File: src/rtl/lisa_uart_rx_fifo.sv
// lisa_uart_rx_fifo: oversampled UART receiver with optional parity and a show-ahead receive FIFO
module lisa_uart_rx_fifo #(
  parameter int DATA_BITS  = 8,
  parameter int PARITY_EN  = 0,
  parameter int PARITY_ODD = 0,
  parameter int OVERSAMPLE = 16,
  parameter int FIFO_DEPTH = 4
) (
  input  logic                          clk,
  input  logic                          rst_n,
  input  logic                          baud_ref,
  input  logic                          rxd,
  input  logic                          rd,
  output logic [DATA_BITS-1:0]          d,
  output logic                          data_avail,
  output logic [$clog2(FIFO_DEPTH):0]   count,
  output logic                          frame_err,
  output logic                          parity_err,
  output logic                          overrun,
  input  logic                          clr_err
);
  localparam int TW = $clog2(OVERSAMPLE);
  localparam int BW = $clog2(DATA_BITS + 1);
  localparam int AW = $clog2(FIFO_DEPTH);
  localparam int CW = AW + 1;
  localparam logic [TW-1:0] HALF = TW'(OVERSAMPLE / 2 - 1);
  localparam logic [TW-1:0] LAST = TW'(OVERSAMPLE - 1);
  localparam logic [BW-1:0] LAST_BIT = BW'(DATA_BITS - 1);
  localparam logic [CW-1:0] FULL = CW'(FIFO_DEPTH);
  localparam logic ODD = PARITY_ODD != 0;
  typedef enum logic [2:0] {IDLE, START, DATA, PARITY, STOP, BRK} state_t;
  state_t state;
  logic rx_s1, rxs, rxs_q;
  logic [TW-1:0] tick_cnt;
  logic [BW-1:0] bit_cnt;
  logic [DATA_BITS-1:0] sh;
  logic par_bad;
  logic [DATA_BITS-1:0] mem [FIFO_DEPTH];
  logic [AW-1:0] wr_ptr, rd_ptr;
  logic at_lim, samp, stop_samp, push, pop_ok, push_ok;
  assign at_lim = tick_cnt == (state == START ? HALF : LAST);
  assign samp = baud_ref && at_lim;
  assign stop_samp = state == STOP && samp;
  assign push = stop_samp && rxs && !par_bad;
  assign pop_ok = rd && count != '0;
  assign push_ok = push && (count != FULL || pop_ok);
  assign d = mem[rd_ptr];
  assign data_avail = count != '0;
  // rxs_q is a third stage used only for falling-edge detection
  always_ff @(posedge clk or negedge rst_n)
    if (!rst_n) {rx_s1, rxs, rxs_q} <= '1;
    else {rx_s1, rxs, rxs_q} <= {rxd, rx_s1, rxs};
  always_ff @(posedge clk or negedge rst_n) begin
    if (!rst_n) begin
      state    <= IDLE;
      tick_cnt <= '0;
      bit_cnt  <= '0;
      sh       <= '0;
      par_bad  <= 1'b0;
    end else begin
      if (state == IDLE) tick_cnt <= '0;
      else if (baud_ref) tick_cnt <= at_lim ? '0 : tick_cnt + 1'b1;
      case (state)
        IDLE: if (rxs_q && !rxs) state <= START;
        START: if (samp) begin
          state   <= rxs ? IDLE : DATA;
          bit_cnt <= '0;
          par_bad <= 1'b0;
        end
        DATA: if (samp) begin
          sh      <= {rxs, sh[DATA_BITS-1:1]};
          bit_cnt <= bit_cnt + 1'b1;
          if (bit_cnt == LAST_BIT) state <= PARITY_EN != 0 ? PARITY : STOP;
        end
        PARITY: if (samp) begin
          par_bad <= ^sh ^ rxs ^ ODD;
          state   <= STOP;
        end
        STOP: if (samp) state <= rxs ? IDLE : BRK;
        BRK: if (rxs) state <= IDLE;
        default: state <= IDLE;
      endcase
    end
  end
  always_ff @(posedge clk or negedge rst_n) begin
    if (!rst_n) begin
      mem    <= '{default: '0};
      wr_ptr <= '0;
      rd_ptr <= '0;
      count  <= '0;
    end else begin
      if (push_ok) mem[wr_ptr] <= sh;
      wr_ptr <= wr_ptr + AW'(push_ok);
      rd_ptr <= rd_ptr + AW'(pop_ok);
      count  <= count + CW'(push_ok) - CW'(pop_ok);
    end
  end
  always_ff @(posedge clk or negedge rst_n) begin
    if (!rst_n) begin
      frame_err  <= 1'b0;
      parity_err <= 1'b0;
      overrun    <= 1'b0;
    end else begin
      frame_err  <= (stop_samp && !rxs) || (frame_err && !clr_err);
      parity_err <= (stop_samp && rxs && par_bad) || (parity_err && !clr_err);
      overrun    <= (push && !push_ok) || (overrun && !clr_err);
    end
  end
endmodule

File: config.mk
export PLATFORM = sky130hd
export DESIGN_NAME = lisa_uart_rx_fifo
export DESIGN_NICKNAME = d
export VERILOG_FILES = /design/src/rtl/lisa_uart_rx_fifo.sv
export SDC_FILE = /design/constraint.sdc
export NUM_CORES = 1
export LEC_CHECK = 0
export BUFFER_PORTS_ARGS = -buffer_cell sky130_fd_sc_hd__buf_2
export CORE_MARGIN = 1.5
export CORE_UTILIZATION = 45
export CTS_CLUSTER_SIZE = 8
export DETAILED_ROUTE_END_ITERATION = 10
export PLACE_DENSITY = 0.59
export SETUP_SLACK_MARGIN = 0.05
export SLEW_MARGIN = 20
export SYNTH_ARGS = -nofsm -noshare
export SYNTH_HDL_FRONTEND = slang
export SYNTH_SLANG_ARGS = --single-unit
File: constraint.sdc
create_clock -name clk -period 3.4 [get_ports clk]
set_input_delay 0 -clock clk [delete_from_list [all_inputs] [get_ports clk]]
set_output_delay 0 -clock clk [all_outputs]
set_load 0.03 [all_outputs]
# Word-level counts from Yosys, hierarchy flattened
# Index checks and enable logic that the tools add are counted.
# W data, S select, Z words.
dict set report word_totals {
  wordCells 103
  input_bits 6
  regBits 65
  out_inout_bits 15
}
dict set report classes {
  eq_ne 15
  muxes 26
  addsub 6
  bitwise 3
  n_lt_le_gt_ge 3
  reduce_logical 32
}
# operator count
set ops {}
lappend ops {{$bwmux W32} 1}
lappend ops {{$mux W3} 8}
lappend ops {{$mux W4} 6}
lappend ops {{$mux W8} 3}
lappend ops {{$pmux W3 S6} 1}
lappend ops {{$bmux W8 S2} 1}
lappend ops {{$demux W8 S2} 1}
lappend ops {{$logic_and A1 B1 Y1} 14}
lappend ops {{$ne A2 B2 Y1 const B} 6}
lappend ops {{$add A4 B1 Y4 const B} 2}
lappend ops {{$pmux W4 S2} 1}
lappend ops {{$reduce_xor A8 Y1} 1}
lappend ops {{$reduce_and A7 Y1} 1}
lappend ops {{$eq A3 B2 Y1 const B} 2}
lappend ops {{$eq A3 B3 Y1 const B} 2}
lappend ops {{$ge A3 B3 Y1 const B} 2}
lappend ops {{$not A2 Y3} 2}
lappend ops {{$reduce_and A3 Y1} 2}
lappend ops {{$reduce_bool A2 Y1} 3}
lappend ops {{$add A2 B1 Y2} 2}
lappend ops {{$eq A4 B3 Y1 const B} 1}
lappend ops {{$eq A4 B4 Y1} 1}
lappend ops {{$logic_not A1 Y1} 4}
lappend ops {{$logic_or A1 B1 Y1} 4}
lappend ops {{13 further kinds} 14}

# Longest topological paths before layout
# Gate-level depths: netlist (run 1).
dict set report depth {
  word_depth 11
  depth_mapped 11
  depth_no_buf 10
}

# Least setup slack after synthesis (run 1)
# Ideal clock, no wire load.
dict set report synth_timing {
  path_type {reg2reg}
  startpoint {register count[1]}
  endpoint {register count[2]}
  path_stages_with_launch 10
  period_less_slack_ns 2.670
  path_slack_ns 0.730
  setup_ns 0.136
  arrival_time_ns 2.534
  n_path_buf 0
  cell_sequence {dfrtp_1 or4b_2 nand4_4 ha_1 inv_1 ha_1 inv_1 fa_1 xnor2_1 xnor2_1}
}
dict set report synth_via {
  elab_chain_len 6
}
# item line
set synth_lines {}
lappend synth_lines {{start, declared} 16} ;# output logic [$clog2(FIFO_DEPTH):0] count,
lappend synth_lines {{start signal, assigned} 95} ;# count <= count + CW'(push_ok) - CW'(pop_ok);
lappend synth_lines {{$reduce_bool A3 Y1} 45} ;# assign pop_ok = rd && count != '0;
lappend synth_lines {{$logic_and A1 B1 Y1} 45}
lappend synth_lines {{$logic_or A1 B1 Y1} 46} ;# assign push_ok = push && (count != FULL || pop_ok);
lappend synth_lines {{$logic_and A1 B1 Y1} 46}
lappend synth_lines {{$add A3 B1 Y3} 95}
lappend synth_lines {{$sub A3 B1 Y3 *} 95}
# Mark *: on every way between the ends. The rest lies on a longest branch, timed or not.
# A chain may end at the register's enable or synchronous reset.

# Final worst setup path (run 1)
# Ends and elaborated chain as after synthesis.

==> results of run 1 <==
==> per-stage QoR <==
stage / total power, mW / cells / util
floorplan: 1.36 / 233 / -
global placement: 1.47 / 325 / 0.488
detailed placement: 1.48 / 325 / 0.488
CTS: 2.18 / 344 / 0.524
global route: 2.29 / 344 / 0.524
finish: 2.15 / 344 / 0.524
==> power groups by stage <==
| stage | sequential, mW | combinational, mW | clock (mW) |
|---|---|---|---|
| CTS | 1.03 | 0.440 | 0.716 |
| finish | 1.03 | 0.433 | 0.688 |
| floorplan | 0.967 | 0.390 | 0 |
| detailed placement | 1.04 | 0.434 | 0 |
| global route | 1.05 | 0.491 | 0.748 |
| global placement | 1.04 | 0.429 | 0 |
==> state kept, by name, summed over array words and instances (netlist names) <==
signal	count
parity_err	1
mem	32
bit_cnt	4
rx_s1	1
rxs_q	1
count	3
frame_err	1
rd_ptr	2
wr_ptr	2
par_bad	1
rxs	1
state	3
sh	8
overrun	1
tick_cnt	4
==> how the worst max path moves through the flow <==
stage          depth (start not counted)  slack (ns)            endpoint               startpoint
2_1_floorplan                          9        0.73  count[2]$_DFF_PN0_       count[1]$_DFF_PN0_
3_3_place_gp                           9        0.83  count[2]$_DFF_PN0_       count[1]$_DFF_PN0_
3_5_place_dp                           9        0.78  count[2]$_DFF_PN0_       count[1]$_DFF_PN0_
4_1_cts                                9        0.76  count[2]$_DFF_PN0_       count[1]$_DFF_PN0_
5_1_grt                               10        0.59  count[2]$_DFF_PN0_  tick_cnt[0]$_DFFE_PN0P_
6_report                               9        0.77  count[2]$_DFF_PN0_       count[1]$_DFF_PN0_
==> worst register-to-register path, delay by kind of cell, from the launching register on <==
| family | cells | cell delay, ns |
|---|---|---|
| xor gates and xnor gates | 2 | 0.32 |
| adders and majority gates | 3 | 0.76 |
| buffers and inverters | 2 | 0.10 |
| DFF | 1 | 0.44 |
| and+or+nand+nor | 2 | 0.93 |
==> synth_stat cells, types with 2 or more instances <==
master,instances,share of area
a21oi_1,4,0.0064
and2_1,2,0.0040
buf_2,2,0.0032
buf_4,2,0.0048
clkbuf_1,5,0.0060
dfrtp_1,62,0.49
dfstp_2,3,0.025
ha_1,6,0.024
inv_1,12,0.014
mux2_1,2,0.0072
mux2_2,38,0.14
mux2i_1,2,0.0064
mux4_2,8,0.057
nand2_1,11,0.013
nand2b_1,4,0.0080
nand3_1,4,0.0064
nor2_1,2,0.0024
nor2b_1,2,0.0040
nor3_1,4,0.0064
nor3b_1,3,0.0072
nor3b_4,2,0.012
nor4_1,2,0.0040
o21ai_0,2,0.0032
o22ai_1,9,0.018
o31ai_1,2,0.0048
xnor2_1,11,0.031
xor2_1,4,0.011
==> repair_timing <==
action | 4_1_cts | 5_1_grt
hold buffers | 3 | 0
gates resized for setup | 0 | 0
endpoints found under the hold margin | 45 | 0
==> routing by layer <==
metal / share of wire / wire (microns)
met1: 0.48 / 2660
met2: 0.46 / 2580
met3: 0.046 / 255
met4: 0.015 / 82
met5: 0 / 0
==> area by class of cell <==
class	count	share of cell area
inverters	12	0.0127
clock buffers	12	0.0466
clock inverters	4	0.0141
repair buffers	25	0.0410
well taps	80	0.0283
multi-input cells	146	0.397
flip-flops and latches	65	0.460
==> cell families after synthesis <==
kind of cell | after synthesis
simple gates | 47
compound gates | 26
xor+xnor | 16
mux | 50
fa+ha+maj | 7
buf+inv | 22
flops | 65
==> flow_summary.json, run 1 <==
{
  "initial_utilization": 0.464,
  "die-height_microns": 86.5,
  "period_minus_slack_ns": 2.63,
  "grt_first_pass_wirelength_microns": 9520,
  "crit_required_ns": 3.66,
  "pwr-share-clk": 0.321,
  "cts_root_buffer": "clkbuf_8",
  "detail_route.iter0.violations": 94,
  "pwr_density_cell_mw_per_mm2": 606,
  "drive_above_1_share": 0.367,
  "final_area_sq_mm": 0.00354,
  "fillCellCount": 597,
  "relSlewSlack": 0.342,
  "route.detailed.drc": 0,
  "status": "finished, final reports clean",
  "ctsHtreeMaxLevel": 3,
  "tns_ns": 0,
  "tritoncts": "done",
  "holdPathStages": 3,
  "final_cell_mix": "62 x dfrtp_1, 38 x mux2_2, 20 x buf_2, 12 x inv_1, 12 x clkbuf_8",
  "clkLatencyLatePin_ns": 0.33,
  "grt_pass1_vias": 1892,
  "nets": 272,
  "postCtsSetupBuffers": 0,
  "r2r_slack_ns": 0.77,
  "synth_seq_area_share": 0.520,
  "met1_usage": 0.227,
  "worstPathCellList": "or4b_2, nand4_4, ha_1, inv_1, ha_1, inv_1, fa_1, xnor2_1, xnor2_1",
  "syn_area_per_cell_sq_um": 13.5,
  "use_met2": 0.261,
  "peakVddDrop_uv": 185,
  "critPathCaptureType": "flip-flop",
  "period_share": 0.773,
  "start_kind": "flip-flop",
  "synth_edf_count": 0,
  "yosys.area_share.simple": 0.105,
  "post-place-ws_ns": 0.784,
  "track_usage": 0.170,
  "die_w_microns": 86.5,
  "worst_pin_slew_ns": 0.987,
  "vias": 1892,
  "synthesis.area_sq_mm": 0.00314,
  "holdWs_ns": 0.0289,
  "wire_per_inst_microns": 16.2,
  "hp-class": "in -> reg",
  "cts.clk_slew.worst_paths_ns": 0.07,
  "r2r_start": "count[1]$_DFF_PN0_",
  "vias_per_cell": 5.50,
  "gp_congestion": 0.818,
  "p_sw_mw": 0.688,
  "yosys.area_share.xor_xnor": 0.0491,
  "ant_nets": 0,
  "first_pass_iters": 4,
  "worst-path-buf-inv": 2,
  "synth.area.mux_share": 0.208,
  "cp.arrival_ns": 2.89,
  "slowest_delay_ns": 0.75,
  "pwr-share-comb": 0.202,
  "maxSlewViolCount": 0,
  "whs_endpoint": "tick_cnt[1]$_DFFE_PN0P_",
  "ys_ff_latch": 65,
  "synth_flop_cell": "dfrtp_1",
  "clock_sinks": 65,
  "ff2ff_path_depth": 9,
  "crit_type": "reg -> reg",
  "synth_top_family_by_area": "multiplexers",
  "placed_area_sq_mm": 0.00330,
  "routed_wl_microns": 5570,
  "finClkSkew_ns": 0.00561,
  "critPathMaxFanout": 6,
  "synth_nets": 246,
  "min_from": "baud_ref",
  "layout_commonest_cell": "dfrtp_1",
  "postSynthCellCount": 233,
  "grt_overflow": 0,
  "worst_slack_ns": 0.773,
  "finalSetupViolations": 0,
  "die_area_sq_mm": 0.00748,
  "grt_max_degree": 44,
  "cap_violations": 0,
  "core_area_sq_mm": 0.00676,
  "cpLargestDelayFamily": "simple AND/OR/NAND/NOR gates",
  "synth_compound_area_frac": 0.0559,
  "regArea_sq_mm": 0.00163,
  "cts-buffers-inserted": 9,
  "async_flop_share": 1.00,
  "multiInputGateArea_sq_mm": 0.00141,
  "antenna_found_initial": 0,
  "yosys_warnings": 0,
  "slowest_stage": "or4b_2",
  "fmax_mhz": 381,
  "swShare": 0.321,
  "synthAdderAreaFrac": 0.0303,
  "rr_endpoint": "count[2]$_DFF_PN0_",
  "met3_usage": 0.0562,
  "grt.busiest_layer": "met2",
  "syn_to_final_growth_pct": 12.9,
  "antenna_cells": 0,
  "rsz0062_at_grt": "false",
  "cts.path.max_buffers": 2,
  "io-pin-count": 21,
  "p_int_mw": 1.46,
  "hpwlAfterDp_microns": 3730,
  "synth_cell_types": 50,
  "port_buffers": 20,
  "p_leak_nw": 1.65,
  "row_count": 30,
  "seqPwrFrac": 0.477,
  "hold_viol": 0
}
Note: power is estimated with default switching activity, not from simulation.
==> run 2: changes to the inputs <==
--- a/config.mk
+++ b/config.mk
@@ -10,7 +10,7 @@
 export CORE_UTILIZATION = 45
 export CTS_CLUSTER_SIZE = 8
 export DETAILED_ROUTE_END_ITERATION = 10
-export PLACE_DENSITY = 0.59
+export PLACE_DENSITY = 0.62
 export SETUP_SLACK_MARGIN = 0.05
 export SLEW_MARGIN = 20
 export SYNTH_ARGS = -nofsm -noshare
==> constraint.sdc (replaced) <==
create_clock -name clk -period 2.15 [get_ports clk]
set_input_delay 0 -clock clk [delete_from_list [all_inputs] [get_ports clk]]
set_output_delay 0 -clock clk [all_outputs]
set_load 0.03 [all_outputs]
==> run 2 against run 1 <==
The run now ends with setup timing left. Die area did not move. Register-to-register slack lost 0.82 ns. Via count rose by 2.6%. Routed wire length rose by 4.1%. Critical path depth unchanged. Sequential share of layout area decreased by 2.9 points. Count of clock-buffer cells in the layout is 2 lower. Final area rose by 7.0%. Combinational power is 140% higher. Setup slack lost 0.82 ns.
==> flow_summary.json, run 2 (synthesis gave the netlist of run 1 again) <==
{
  "hpwlAfterDp_microns": 3970,
  "fmax_mhz": 455,
  "violations": "setup timing",
  "clkLatencyLatePin_ns": 0.33,
  "peakVddDrop_uv": 524,
  "status": "finished with violations",
  "p_sw_mw": 1.17,
  "core_area_sq_mm": 0.00676,
  "period_minus_slack_ns": 2.20,
  "die_w_microns": 86.5,
  "pwr-share-comb": 0.285,
  "cts.clk_slew.worst_paths_ns": 0.07,
  "cp.arrival_ns": 2.42,
  "route.detailed.drc": 0,
  "critPathMaxFanout": 4,
  "crit_required_ns": 2.37,
  "final_cell_mix": "59 x dfrtp_1, 38 x mux2_2, 21 x buf_4, 20 x buf_2, 11 x nand2_1",
  "antenna_cells": 0,
  "seqPwrFrac": 0.432,
  "row_count": 30,
  "holdPathStages": 3,
  "hp-class": "in -> reg",
  "grt_first_pass_wirelength_microns": 9720,
  "rsz0062_at_grt": "true",
  "die-height_microns": 86.5,
  "gp_congestion": 0.700,
  "worst_pin_slew_ns": 0.691,
  "port_buffers": 20,
  "tritoncts": "done",
  "first_pass_iters": 4,
  "layout_commonest_cell": "dfrtp_1",
  "vias_per_cell": 5.27,
  "reg_top3": "mem x32, sh x8",
  "tns_ns": -0.0459,
  "ff2ff_path_depth": 9,
  "period_share": 1.02,
  "relSlewSlack": 0.539,
  "cts_root_buffer": "clkbuf_8",
  "ctsHtreeMaxLevel": 3,
  "cts.path.max_buffers": 2,
  "critPathCaptureType": "flip-flop",
  "vias": 1941,
  "cts-buffers-inserted": 9,
  "p_total_mw": 3.58,
  "fillCellCount": 592,
  "drive_above_1_share": 0.458,
  "p_leak_nw": 1.77,
  "largest_reg_flops": 32,
  "grt_pass1_vias": 2028,
  "worst_slack_ns": -0.0459,
  "clock_sinks": 65,
  "maxSlewViolCount": 0,
  "p_int_mw": 2.41,
  "routed_wl_microns": 5800,
  "nets": 296,
  "initial_utilization": 0.464,
  "hold_viol": 0,
  "pwr_density_cell_mw_per_mm2": 946,
  "pwr-share-clk": 0.283,
  "detail_route.iter0.violations": 72,
  "regMostFlops": "mem",
  "die_area_sq_mm": 0.00748,
  "wire_per_inst_microns": 15.8,
  "grt_overflow": 0,
  "crit_type": "reg -> reg",
  "track_usage": 0.175,
  "swShare": 0.327,
  "grt_max_degree": 38,
  "antenna_found_initial": 0,
  "start_kind": "flip-flop",
  "cap_violations": 0,
  "syn_to_final_growth_pct": 20.8,
  "ant_nets": 0,
  "io-pin-count": 21,
  "finClkSkew_ns": 0.00929,
  "finalSetupViolations": 1
}
run 2: cell types whose count changed in the layout (fill, tap and decap cells not counted), moves of 3 or more:
cell	before	now
buf_4	2	21
clkbuf_8	12	9
dfrtp_1	62	59
dfrtp_2	0	3
ha_1	6	3
inv_1	12	9
inv_2	0	3
run 2: final timing paths:
path | start | endpoint | slack, ns
worst max-delay path | count[0]$_DFF_PN0_ | count[2]$_DFF_PN0_ | -0.05
worst min-delay path | baud_ref | tick_cnt[1]$_DFFE_PN0P_ | 0.07
worst max register to register | count[0]$_DFF_PN0_ | count[2]$_DFF_PN0_ | -0.05
worst min register to register | rx_s1$_DFF_PN1_ | rxs$_DFF_PN1_ | 0.37
max in group asynchronous | rst_n | rxs_q$_DFF_PN1_ | 1.20
min in group asynchronous | rst_n | mem[2]$_DFFE_PN0P_ | 0.24
run 2: timing repair:
action	4_1_cts	5_1_grt
setup buffers	1	1
hold endpoints to repair	32	0
gates resized for setup	8	3
pin swaps	0	4
hold buffers	4	0
endpoints found under the setup margin	2	23
run 2: power groups by stage:
stage	registers [mW]	logic [mW]	clock network, mW
floorplan	1.54	0.633	0
global placement	1.56	0.942	0
CTS	1.55	1.01	1.05
detailed placement	1.57	0.957	0
global route	1.57	1.15	1.10
finish	1.55	1.02	1.01
run 2: stage by stage:
step	worst slack [ns]	hold WS, ns	utilization	std cells	cell area [sq um]
detailed placement	-0.0648	0.0742	0.520	347	3510
floorplan	-0.177	-0.296	-	233	3160
finish	-0.0459	0.0679	0.561	368	3790
global placement	-0.0233	0.0779	0.520	347	3510
CTS	-0.0502	0.0384	0.559	368	3780
global route	-0.113	0.0699	0.561	368	3790
run 2: metal layers:
layer  up-vias  track usage  part of all wire
li1        945            -                 -
met1       971        0.212              0.44
met3         2       0.0495             0.029
met2        23        0.300              0.53
met5         -            0                 0
met4         0       0.0587            0.0036
run 2: cell type report:
type	count	area [sq um]	share of cell area
Inverter	12	45.0	0.0119
Clock buffer	10	128	0.0337
Sequential cell	65	1630	0.431
Timing Repair Buffer	49	360	0.0951
Clock inverter	6	67.6	0.0178
Tap cell	80	100	0.0264
Multi-Input combinational cell	146	1450	0.384
run 2: worst max-delay path, cell delays in order (launching register included):
cell and delay (ns):
dfrtp_2 0.43, or4b_4 0.54, nand4_4 0.10, ha_4 0.21, inv_2 0.06, ha_4 0.12, inv_2 0.03, fa_2 0.34
xnor2_2 0.14, xnor2_1 0.12
==> run 3: changes to the inputs <==
==> constraint.sdc (replaced) <==
create_clock -name clk -period 1.8 [get_ports clk]
set_input_delay 0 -clock clk [delete_from_list [all_inputs] [get_ports clk]]
set_output_delay 0 -clock clk [all_outputs]
set_load 0.03 [all_outputs]
==> run 3 against run 2 <==
The run ends with hold timing, setup timing left. Sequential share of layout area down 2.8 points. Clock skew up 0.00071 ns. First-iteration DRC count down 38%. Critical path depth unchanged. Die area unchanged. Non-clock buffer count up 15. Final area up 7.1%. Setup slack worse by 0.33 ns. Count of clock-buffer cells in the layout up 4. Critical path type unchanged.
==> flow_summary.json, run 3 (synthesis gave the netlist of run 1 again) <==
{
  "r2r_start": "count[0]$_DFF_PN0_",
  "vias_per_cell": 5.24,
  "regMostFlops": "mem",
  "core_area_sq_mm": 0.00676,
  "pwr-share-comb": 0.333,
  "detail_route.iter0.violations": 45,
  "worst_slack_ns": -0.372,
  "nets": 311,
  "route.detailed.drc": 0,
  "antenna_found_initial": 0,
  "pwr_density_cell_mw_per_mm2": 1060,
  "p_leak_nw": 1.89,
  "period_share": 1.21,
  "cap_violations": 0,
  "p_int_mw": 2.90,
  "vias": 2007,
  "ctsHtreeMaxLevel": 3,
  "routed_wl_microns": 5950,
  "cp.arrival_ns": 2.40,
  "min_from": "rd",
  "die-height_microns": 86.5,
  "placed_area_sq_mm": 0.00370,
  "slowest_stage": "or4b_4",
  "period_minus_slack_ns": 2.17,
  "rr_endpoint": "count[2]$_DFF_PN0_",
  "grt_max_degree": 31,
  "finalSetupViolations": 34,
  "track_usage": 0.180,
  "maxSlewViolCount": 0,
  "crit_type": "reg -> reg",
  "antenna_cells": 0,
  "critPathCaptureType": "flip-flop",
  "io-pin-count": 21,
  "row_count": 30,
  "holdWs_ns": -0.00198,
  "ctsHoldBuffers": 3,
  "first_pass_iters": 4,
  "wire_per_inst_microns": 15.5,
  "critPathMaxFanout": 4,
  "p_sw_mw": 1.41,
  "hpwlAfterDp_microns": 4040,
  "cts_root_buffer": "clkbuf_8",
  "p_total_mw": 4.31,
  "cts.path.max_buffers": 2,
  "drive_above_1_share": 0.508,
  "syn_to_final_growth_pct": 29.4,
  "fmax_mhz": 460,
  "clock_sinks": 65,
  "pwr-share-clk": 0.251,
  "hp-class": "in -> reg",
  "die_w_microns": 86.5,
  "r2r_slack_ns": -0.37,
  "grt_overflow": 0,
  "finClkSkew_ns": 0.0100,
  "final_cell_mix": "59 x dfrtp_1, 34 x buf_4, 24 x mux2_4, 20 x buf_2, 16 x mux2_2",
  "status": "finished with violations",
  "tritoncts": "done",
  "cts.clk_slew.worst_paths_ns": 0.06,
  "grt_first_pass_wirelength_microns": 10000,
  "cts-buffers-inserted": 9,
  "peakVddDrop_uv": 755,
  "slowest_delay_ns": 0.54,
  "ff2ff_path_depth": 9,
  "seqPwrFrac": 0.416,
  "port_buffers": 20,
  "holdPathStages": 3,
  "swShare": 0.326,
  "worst_pin_slew_ns": 0.527,
  "ant_nets": 0,
  "clkLatencyLatePin_ns": 0.34,
  "relSlewSlack": 0.648,
  "crit_required_ns": 2.03,
  "largest_reg_flops": 32,
  "tns_ns": -2.87,
  "die_area_sq_mm": 0.00748,
  "post-place-ws_ns": -0.415,
  "layout_commonest_cell": "dfrtp_1",
  "final_area_sq_mm": 0.00406,
  "whs_endpoint": "overrun$_DFF_PN0_",
  "gp_congestion": 0.762,
  "hold_viol": 1,
  "grt_pass1_vias": 2089,
  "rsz0062_at_grt": "true",
  "start_kind": "flip-flop",
  "initial_utilization": 0.464,
  "final_util": 0.600,
  "violations": "hold timing, setup timing",
  "reg_top3": "mem x32, sh x8",
  "worstPathCellList": "or4b_4, nand4_4, ha_4, inv_2, ha_4, inv_2, fa_2, xnor2_2, xnor2_1"
}
==> run 3: what timing repair did <==
item / in CTS / in global routing
setup endpoints to repair: 43 / 45
resized for setup: 12 / 9
endpoints found under the hold margin: 24 / 1
pin swaps: 8 / 6
setup buffers: 5 / 8
==> run 3: power by group through the flow <==
stage	Combinational, mW	Clock, mW	Sequential (mW)
finish	1.44	1.08	1.79
global route	1.59	1.18	1.81
CTS	1.38	1.13	1.79
detailed placement	1.28	0	1.82
global placement	1.26	0	1.81
floorplan	0.776	0	1.85
==> run 3: worst max-delay path, delay by kind of cell (launching register included) <==
kind,cells,cell delay (ns)
adders and majority gates,3,0.66
and+or+nand+nor,2,0.63
xor gates and xnor gates,2,0.26
DFF,1,0.42
buffers and inverters,2,0.09
==> run 3: layer usage <==
metal  wire [microns]  track usage  vias up
li1                 -            -      969
met1             2640        0.223     1000
met2             3030        0.298       29
met3              181       0.0514        9
met4              103       0.0733        0
met5                0            0        -
==> run 3: layout make-up <==
cell class | count | area [sq um]
clock buffer | 14 | 163
clock inverter | 2 | 12.5
fill | 547 | 2700
inverter | 12 | 45.0
multi-input combinational | 146 | 1600
sequential | 65 | 1630
tap | 80 | 100
timing repair buffer | 64 | 499
==> run 3: worst max path at each step <==
stage | startpoint | endpoint | cells past startpoint
floorplan | count[0]$_DFF_PN0_ | count[2]$_DFF_PN0_ | 9
global placement | count[0]$_DFF_PN0_ | count[2]$_DFF_PN0_ | 9
detailed placement | tick_cnt[1]$_DFFE_PN0P_ | count[2]$_DFF_PN0_ | 10
CTS | count[0]$_DFF_PN0_ | count[2]$_DFF_PN0_ | 9
global route | count[0]$_DFF_PN0_ | count[2]$_DFF_PN0_ | 9
finish | count[0]$_DFF_PN0_ | count[2]$_DFF_PN0_ | 9
==> run 3: stage by stage <==
stage	hold slack, ns	instances
5_1_grt	-0.00939	383
4_1_cts	-0.0192	377
6_report	-0.00198	383
3_3_place_gp	0.00753	354
3_5_place_dp	0.00822	354
2_1_floorplan	-0.296	233
